$ cat config.mk
export PLATFORM = sky130hd
export DESIGN_NAME = marble_dispenser
export DESIGN_NICKNAME = d
export VERILOG_FILES = /design/src/rtl/marble_pkg.sv /design/src/rtl/async_edge_sync.sv /design/src/rtl/marble_dispenser.sv
export SDC_FILE = /design/constraint.sdc
export NUM_CORES = 1
export LEC_CHECK = 0
export BUFFER_PORTS_ARGS = -buffer_cell sky130_fd_sc_hd__buf_2
export CAP_MARGIN = 40
export CORE_ASPECT_RATIO = 1.2
export CORE_MARGIN = 2
export CORE_UTILIZATION = 40
export DETAILED_ROUTE_END_ITERATION = 6
export PLACE_DENSITY = 0.56
export SLEW_MARGIN = 20
export SYNTH_ARGS = -nofsm -noshare
export SYNTH_HDL_FRONTEND = slang
export SYNTH_SLANG_ARGS = --single-unit
export TNS_END_PERCENT = 20
$ cat constraint.sdc
create_clock -name clk -period 3.09 [get_ports clk]
set_clock_uncertainty 0.1 [all_clocks]
set_input_delay 0.7725 -clock clk [delete_from_list [all_inputs] [get_ports clk]]
set_output_delay 0.7725 -clock clk [all_outputs]
set_load 0.05 [all_outputs]
$ cat src/rtl/marble_pkg.sv
// Shared types for the marble dispenser: FSM states and marble colours.
package marble_pkg;

   typedef enum logic [1:0] {
      IDLE,
      RELEASE,
      FLIGHT,
      HALTED
   } state_t;

   typedef enum logic {
      BLUE,
      RED
   } colour_t;

endpackage

$ cat src/rtl/async_edge_sync.sv
// Two-flop synchronizer for an asynchronous board signal, followed by a registered
// rising-edge detector. The synchronized level and the 1-cycle rise event are both exposed.
module async_edge_sync (
   input  logic clk,
   input  logic rst,
   input  logic async_in,
   output logic level,
   output logic rise
);

   logic meta;
   logic sync;
   logic sync_d;

   always_ff @(posedge clk or posedge rst) begin
      if (rst) begin
         meta   <= 1'b0;
         sync   <= 1'b0;
         sync_d <= 1'b0;
         rise   <= 1'b0;
      end else begin
         meta   <= async_in;
         sync   <= meta;
         sync_d <= sync;
         rise   <= sync & ~sync_d;
      end
   end

   assign level = sync;

endmodule

$ cat src/rtl/marble_dispenser.sv
// Marble source: holds blue/red magazines and releases one marble per trigger as a
// PULSE_CYCLES-wide pulse into the left (blue) or right (red) drop column.
module marble_dispenser
   import marble_pkg::*;
#(
   parameter int BLUE_INIT    = 8,
   parameter int RED_INIT     = 8,
   parameter int CNT_W        = 4,
   parameter int PULSE_CYCLES = 4,
   parameter int TIMEOUT      = 1024,
   parameter int TO_W         = 11
) (
   input  logic             clk,
   input  logic             rst,
   input  logic             i_start,
   input  logic             i_lever_left,
   input  logic             i_lever_right,
   input  logic             i_halt,
   input  logic             i_reload,
   output logic             o_left,
   output logic             o_right,
   output logic [CNT_W-1:0] blue_count,
   output logic [CNT_W-1:0] red_count,
   output logic             busy,
   output logic             halted
);

   localparam int PW = (PULSE_CYCLES > 1) ? $clog2(PULSE_CYCLES) : 1;
   localparam logic [PW-1:0]    PULSE_LAST = PW'(PULSE_CYCLES - 1);
   localparam logic [TO_W-1:0]  TO_LAST    = TO_W'(TIMEOUT - 1);
   localparam logic [CNT_W-1:0] BLUE_FULL  = CNT_W'(BLUE_INIT);
   localparam logic [CNT_W-1:0] RED_FULL   = CNT_W'(RED_INIT);

   logic start_evt, left_evt, right_evt, halt_lvl;
   logic unused_start_lvl, unused_left_lvl, unused_right_lvl, unused_halt_rise;

   async_edge_sync u_start (.clk(clk), .rst(rst), .async_in(i_start),
                            .level(unused_start_lvl), .rise(start_evt));
   async_edge_sync u_left  (.clk(clk), .rst(rst), .async_in(i_lever_left),
                            .level(unused_left_lvl), .rise(left_evt));
   async_edge_sync u_right (.clk(clk), .rst(rst), .async_in(i_lever_right),
                            .level(unused_right_lvl), .rise(right_evt));
   async_edge_sync u_halt  (.clk(clk), .rst(rst), .async_in(i_halt),
                            .level(halt_lvl), .rise(unused_halt_rise));

   state_t           state, state_n;
   colour_t          colour, colour_n;
   logic [PW-1:0]    pcnt, pcnt_n;
   logic [TO_W-1:0]  tcnt, tcnt_n;
   logic [CNT_W-1:0] blue_n, red_n;
   logic             left_n, right_n;

   always_ff @(posedge clk or posedge rst) begin
      if (rst) begin
         state      <= IDLE;
         colour     <= BLUE;
         pcnt       <= '0;
         tcnt       <= '0;
         blue_count <= BLUE_FULL;
         red_count  <= RED_FULL;
         o_left     <= 1'b0;
         o_right    <= 1'b0;
      end else begin
         state      <= state_n;
         colour     <= colour_n;
         pcnt       <= pcnt_n;
         tcnt       <= tcnt_n;
         blue_count <= blue_n;
         red_count  <= red_n;
         o_left     <= left_n;
         o_right    <= right_n;
      end
   end

   always_comb begin
      state_n  = state;
      colour_n = colour;
      pcnt_n   = pcnt;
      tcnt_n   = tcnt;
      blue_n   = blue_count;
      red_n    = red_count;
      // Halt overrides everything, including a reload or an in-progress pulse.
      if (halt_lvl) begin
         state_n = HALTED;
      end else begin
         case (state)
            IDLE: begin
               if (i_reload) begin
                  blue_n = BLUE_FULL;
                  red_n  = RED_FULL;
               end else if (start_evt) begin
                  if (blue_count != '0) begin
                     blue_n   = blue_count - CNT_W'(1);
                     colour_n = BLUE;
                     pcnt_n   = '0;
                     state_n  = RELEASE;
                  end else begin
                     state_n = HALTED;
                  end
               end
            end
            RELEASE: begin
               if (pcnt == PULSE_LAST) begin
                  state_n = FLIGHT;
                  tcnt_n  = '0;
               end else begin
                  pcnt_n = pcnt + PW'(1);
               end
            end
            FLIGHT: begin
               // Left lever has priority; a simultaneous right hit is discarded.
               if (left_evt) begin
                  if (blue_count != '0) begin
                     blue_n   = blue_count - CNT_W'(1);
                     colour_n = BLUE;
                     pcnt_n   = '0;
                     state_n  = RELEASE;
                  end else begin
                     state_n = HALTED;
                  end
               end else if (right_evt) begin
                  if (red_count != '0) begin
                     red_n    = red_count - CNT_W'(1);
                     colour_n = RED;
                     pcnt_n   = '0;
                     state_n  = RELEASE;
                  end else begin
                     state_n = HALTED;
                  end
               end else if ((TIMEOUT != 0) && (tcnt == TO_LAST)) begin
                  state_n = IDLE;
               end else begin
                  tcnt_n = tcnt + TO_W'(1);
               end
            end
            HALTED: begin
               if (i_reload) begin
                  blue_n  = BLUE_FULL;
                  red_n   = RED_FULL;
                  state_n = IDLE;
               end
            end
            default: state_n = IDLE;
         endcase
      end
      left_n  = (state_n == RELEASE) && (colour_n == BLUE);
      right_n = (state_n == RELEASE) && (colour_n == RED);
   end

   assign busy   = (state == RELEASE) || (state == FLIGHT);
   assign halted = (state == HALTED);

endmodule

==> flow_metrics.env, run 1 <==
export IMPL_h_tree_depth=2
export IMPL_holdWs_ns=0.253
export IMPL_final_nets=236
export IMPL_synthTopCellsByArea="dfrtp_1 47%, ha_1 6.2%, o21ai_0 3.7%"
export IMPL_syn_nets=214
export IMPL_hold_viol_final=0
export IMPL_wl_mm=4.22
export IMPL_route_detailed_drc=0
export IMPL_cp_startpoint="state[1]"
export IMPL_core_area_um2=4870
export IMPL_ir_drop_v=0.000456
export IMPL_tightest_slew_ns=0.563
export IMPL_num_io_pins=19
export IMPL_reg2reg_from="state[0]"
export IMPL_cts_buffer_depth=2
export IMPL_cts_resized=0
export IMPL_min_path_type="reg -> reg"
export IMPL_powerDensity_nw_per_um2=952
export IMPL_drv_cap=0
export IMPL_min_from="u_right.meta"
export IMPL_antenna_found_initial=0
export IMPL_grt_start_max_net_pins=41
export IMPL_placed_cells=272
export IMPL_crit_path_end_kind="output port"
export IMPL_regArea_um2=1000
export IMPL_multiInputGateArea_um2=926
export IMPL_yosysMostFrequentCell="dfrtp_1"
export IMPL_place_congestion=0.857
export IMPL_path_class="reg -> out"
export IMPL_dpl_worst_slack_ns=0.693
export IMPL_critPathRequiredTime_ns=2.22
export IMPL_cts_buffers=5
export IMPL_synth_warnings=0
export IMPL_synth_edff_count=0
export IMPL_yosysTopAreaCell="dfrtp_1"
export IMPL_avgSynthCellArea_um2=10.2
export IMPL_via_per_inst=5.67
export IMPL_drive_gt1_share_pct=14.1
export IMPL_rrSetupSlack_ns=0.61
export IMPL_yosys_most_used_dff="dfrtp_1"
export IMPL_grt_usage_pct=17.0
export IMPL_vias=1587
export IMPL_ys_types=46
export IMPL_grt_pass1_vias=1597
export IMPL_setup_tns_ns=0
export IMPL_postPlaceCellArea_um2=2160
export IMPL_antennaDiodeCount=0
export IMPL_final_cells=280
export IMPL_ys_seq_area_share_pct=50.0
export IMPL_arrival_ns=1.62
export IMPL_ant_nets=0
export IMPL_worstSetupStartpointType="register"
export IMPL_fmax_mhz=402
export IMPL_n_fill_cell=461
export IMPL_p_leak_nw=1.04
export IMPL_clk_latency_ns=0.30
export IMPL_clkSlewWorstSetupHoldPaths_ns=0.08
export IMPL_cts_root_buf="clkbuf_8"
export IMPL_dieArea_um2=5600
export IMPL_post_cts_setup_buffers=0
export IMPL_synthTopCellsByCount="38 x dfrtp_1, 16 x nor2_1, 15 x inv_1, 15 x o21ai_0"
export IMPL_clock_sinks=40
export IMPL_io_buffers=18
export IMPL_start_util_pct=41.2
export IMPL_ys_seq_elements=40
export IMPL_grt_pass1_wl_mm=7.18
export IMPL_rr_worst_depth=7
export IMPL_status="completed"
export IMPL_yosysTopAreaCellShare_pct=47.4
export IMPL_die_y_um=81.6
export IMPL_final_area_um2=2270
export IMPL_synth_async_reset_ratio_pct=100
export IMPL_layout_worst_path_cycle_share_pct=80.6
export IMPL_dp_hpwl_mm=3.09
export IMPL_die_w_um=68.6
export IMPL_finalSetupViolCount=0
export IMPL_ctsHoldBuffers=0
export IMPL_path_max_fanout=9
export IMPL_dr_pass1_iters=4
export IMPL_syn_area_um2=2010
export IMPL_cts_tree="yes"
export IMPL_floorplan_rows=28
export IMPL_grt_overflow_total=0
export IMPL_rsz0062_at_grt="no"
export IMPL_finalWorstSetupSlack_ns=0.600
export IMPL_wl_per_cell_um=15.1
export IMPL_cp_endpoint="busy"
export IMPL_syn_inst=197
export IMPL_drtIter0Drc=84
export IMPL_slew_headroom_pct=62.5
export IMPL_reg2reg_to="tcnt[5]"
export IMPL_period_needed_ns=2.49
export IMPL_slew_violations=0
export IMPL_syn_to_final_growth_pct=13.3
-- per-stage QoR --
step           total power, W  util, %
2_1_floorplan         0.00152        -
3_3_place_gp          0.00171     44.3
3_5_place_dp          0.00174     44.3
4_1_cts               0.00218     46.7
5_1_grt               0.00231     46.7
6_report              0.00217     46.7
-- power breakdown --
part	internal (W)	switching, W	leakage (nW)
Sequential	0.000642	0.000101	0.503
Combinational	0.000303	0.000679	0.484
Clock	0.000243	0.000196	0.0548
Total	0.00119	0.000977	1.04
-- flip-flops by register name, summed over array words and instances, names as in the netlist, 2 cells and up --
register / cells
blue_count: 4
pcnt: 2
red_count: 4
state: 2
tcnt: 11
-- area by class of cell --
cell class / instances / area share [%]
Multi-Input combinational cell: 138 / 40.7
Sequential cell: 40 / 44.1
Clock inverter: 3 / 2.04
Inverter: 15 / 2.48
Timing Repair Buffer: 19 / 4.29
Tap cell: 60 / 3.30
Clock buffer: 5 / 3.03
-- how the worst min path moves through the flow --
| stage | slack [ns] | endpoint | cells after the start |
|---|---|---|---|
| after floorplan | 0.23 | u_halt.level | 0 |
| after global placement | 0.24 | u_halt.level | 0 |
| after detailed placement | 0.23 | u_right.level | 0 |
| after CTS | 0.26 | u_right.level | 0 |
| after global routing | 0.26 | u_halt.level | 0 |
| final | 0.25 | u_right.level | 0 |
-- cell usage in the layout (no fill, tap or decap), types with 7 or more instances in the layout --
cell type | netlist | routed
nand3_1 | 7 | 7
dfrtp_1 | 38 | 38
nor2_1 | 16 | 16
and3_1 | 7 | 7
o21ai_0 | 15 | 15
buf_2 | 1 | 18
a21oi_1 | 10 | 10
inv_1 | 15 | 15
ha_1 | 10 | 10
-- cell families (layout without fill, tap and decap cells) --
group,count (synthesis),after routing,share of synthesized area [%]
compound gates,48,48,15.5
xor+xnor,3,3,1.31
fa+ha+maj,10,10,6.24
buf+inv,19,42,3.81
flops,40,40,50.0
mux,2,2,1.06
simple gates,75,75,22.0
-- layer usage --
metal	GRT usage (%)	part of all wire, %	vias to the layer above
met4	7.40	1.9	0
met2	29.6	52	32
met3	3.97	3.4	10
met5	0	0	-
met1	19.6	43	787
li1	-	-	758
-- worst max-delay path: stages (launching register included) --
cell,delay [ns]
dfrtp_1,0.44
inv_1,0.10
ha_1,0.46
buf_2,0.32
No activity file was read; power rests on OpenSTA's default activity.
==> run 2, diff against run 1 <==
- clock period: 3.09 -> 2.4 ns (I/O delays scaled with it)
==> flow_metrics.env, run 2 (synthesis gave the netlist of run 1 again) <==
export IMPL_rsz0062_at_grt="no"
export IMPL_final_common_cell="dfrtp_1"
export IMPL_placed_cells=274
export IMPL_antenna_found_initial=0
export IMPL_via_per_inst=5.69
export IMPL_tightest_slew_ns=0.498
export IMPL_grt_pass1_wl_mm=7.32
export IMPL_cts_tree="yes"
export IMPL_finalWorstSetupSlack_ns=0.139
export IMPL_grt_usage_pct=17.4
export IMPL_p_leak_nw=1.04
export IMPL_final_cells=282
export IMPL_dieArea_um2=5600
export IMPL_min_path_type="reg -> reg"
export IMPL_regMostFlops="tcnt"
export IMPL_clk_latency_ns=0.29
export IMPL_largest_reg_flops=11
export IMPL_dp_hpwl_mm=3.18
export IMPL_cts_buffer_depth=2
export IMPL_vias=1605
export IMPL_status="completed"
export IMPL_num_io_pins=19
export IMPL_start_util_pct=41.2
export IMPL_slew_headroom_pct=66.8
export IMPL_io_buffers=18
export IMPL_p_int_w=0.00145
export IMPL_reg_top3="tcnt (11), blue_count (4), red_count (4)"
export IMPL_antennaDiodeCount=0
export IMPL_combPwrFrac_pct=48.2
export IMPL_path_max_fanout=9
export IMPL_route_detailed_drc=0
export IMPL_drive_gt1_share_pct=15.3
export IMPL_final_nets=238
export IMPL_arrival_ns=2.32
export IMPL_slew_violations=0
export IMPL_n_fill_cell=472
export IMPL_layout_worst_path_cycle_share_pct=94.2
export IMPL_h_tree_depth=2
export IMPL_floorplan_rows=28
export IMPL_wl_mm=4.28
export IMPL_core_area_um2=4870
export IMPL_wl_per_cell_um=15.2
export IMPL_drv_cap=0
export IMPL_ant_nets=0
export IMPL_cts_root_buf="clkbuf_8"
export IMPL_place_congestion=0.878
export IMPL_grt_overflow_total=0
export IMPL_clkSlewWorstSetupHoldPaths_ns=0.08
export IMPL_finalSetupViolCount=0
export IMPL_ir_drop_v=0.000583
export IMPL_post_route_util_pct=46.6
export IMPL_post_cts_setup_buffers=0
export IMPL_dpl_worst_slack_ns=0.153
export IMPL_clock_sinks=40
export IMPL_grt_start_max_net_pins=41
export IMPL_critPathRequiredTime_ns=2.46
export IMPL_period_needed_ns=2.26
export IMPL_crit_path_end_kind="register"
export IMPL_path_class="reg -> reg"
export IMPL_ctsHoldBuffers=0
export IMPL_p_seq_share_pct=35.4
export IMPL_switching_share_pct=46.6
export IMPL_dr_pass1_iters=4
export IMPL_final_cell_mix="38 x dfrtp_1, 18 x buf_2, 16 x nor2_1"
export IMPL_fmax_mhz=442
export IMPL_hold_viol_final=0
export IMPL_p_clk_share_pct=16.4
export IMPL_setup_tns_ns=0
export IMPL_syn_to_final_growth_pct=13.0
export IMPL_cts_buffers=5
export IMPL_grt_pass1_vias=1571
export IMPL_powerDensity_nw_per_um2=1200
export IMPL_die_w_um=68.6
export IMPL_die_y_um=81.6
export IMPL_drtIter0Drc=76
export IMPL_worstSetupStartpointType="register"
export IMPL_switchingPower_w=0.00126
run 2: final cells by class:
cell class | count | area [um2] | area share (%)
Clock inverter | 3 | 23.8 | 1.05
Sequential cell | 40 | 1000 | 44.3
Tap cell | 60 | 75.1 | 3.31
Multi-Input combinational cell | 138 | 927 | 40.9
Inverter | 15 | 56.3 | 2.48
Clock buffer | 5 | 68.8 | 3.04
Timing Repair Buffer | 21 | 113 | 4.97
run 2: per-layer routing:
metal	share of wire (%)	up-vias	global-route usage, %
li1	-	761	-
met1	41	796	20.0
met2	53	41	31.4
met3	4.2	7	3.29
met4	1.5	0	6.60
met5	0	-	0
run 2: through the flow:
step	total power, W	hold WS (ns)	instance area, um2
3_5_place_dp	0.00227	0.236	2170
3_3_place_gp	0.00223	0.233	2170
6_report	0.00271	0.253	2270
5_1_grt	0.00291	0.261	2270
2_1_floorplan	0.00195	0.231	2010
4_1_cts	0.00272	0.255	2270
run 2: worst max-delay path, stage by stage (launching register included):
cell	delay, ns
dfrtp_1	0.42
inv_1	0.13
ha_1	0.36
buf_4	0.22
nor2b_1	0.24
nand3_1	0.12
and3_1	0.21
a32oi_1	0.25
nor3_1	0.11
run 2: path summary, 6_finish.rpt:
path / to / cells after the start / slack (ns) / startpoint
worst max-delay path: o_left / 8 / 0.14 / state[0]
worst min-delay path: u_right.level / 0 / 0.25 / u_right.meta
worst max register to register: o_left / 8 / 0.14 / state[0]
worst min register to register: u_right.level / 0 / 0.25 / u_right.meta
max in group asynchronous: red_count[3] / 3 / 1.52 / rst
min in group asynchronous: o_left / 3 / 0.31 / rst
run 2: power by group through the flow:
stage | clock network, W | registers [W] | logic, W
floorplan | 0 | 0.00121 | 0.000744
global placement | 0 | 0.000962 | 0.00127
detailed placement | 0 | 0.000972 | 0.00130
CTS | 0.000459 | 0.000957 | 0.00131
global route | 0.000489 | 0.000988 | 0.00143
finish | 0.000445 | 0.000960 | 0.00131
run 2: timing repair:
item                       CTS  global route
hold endpoints to repair     0             0
resized for setup            0             1
setup endpoints to repair    0             1
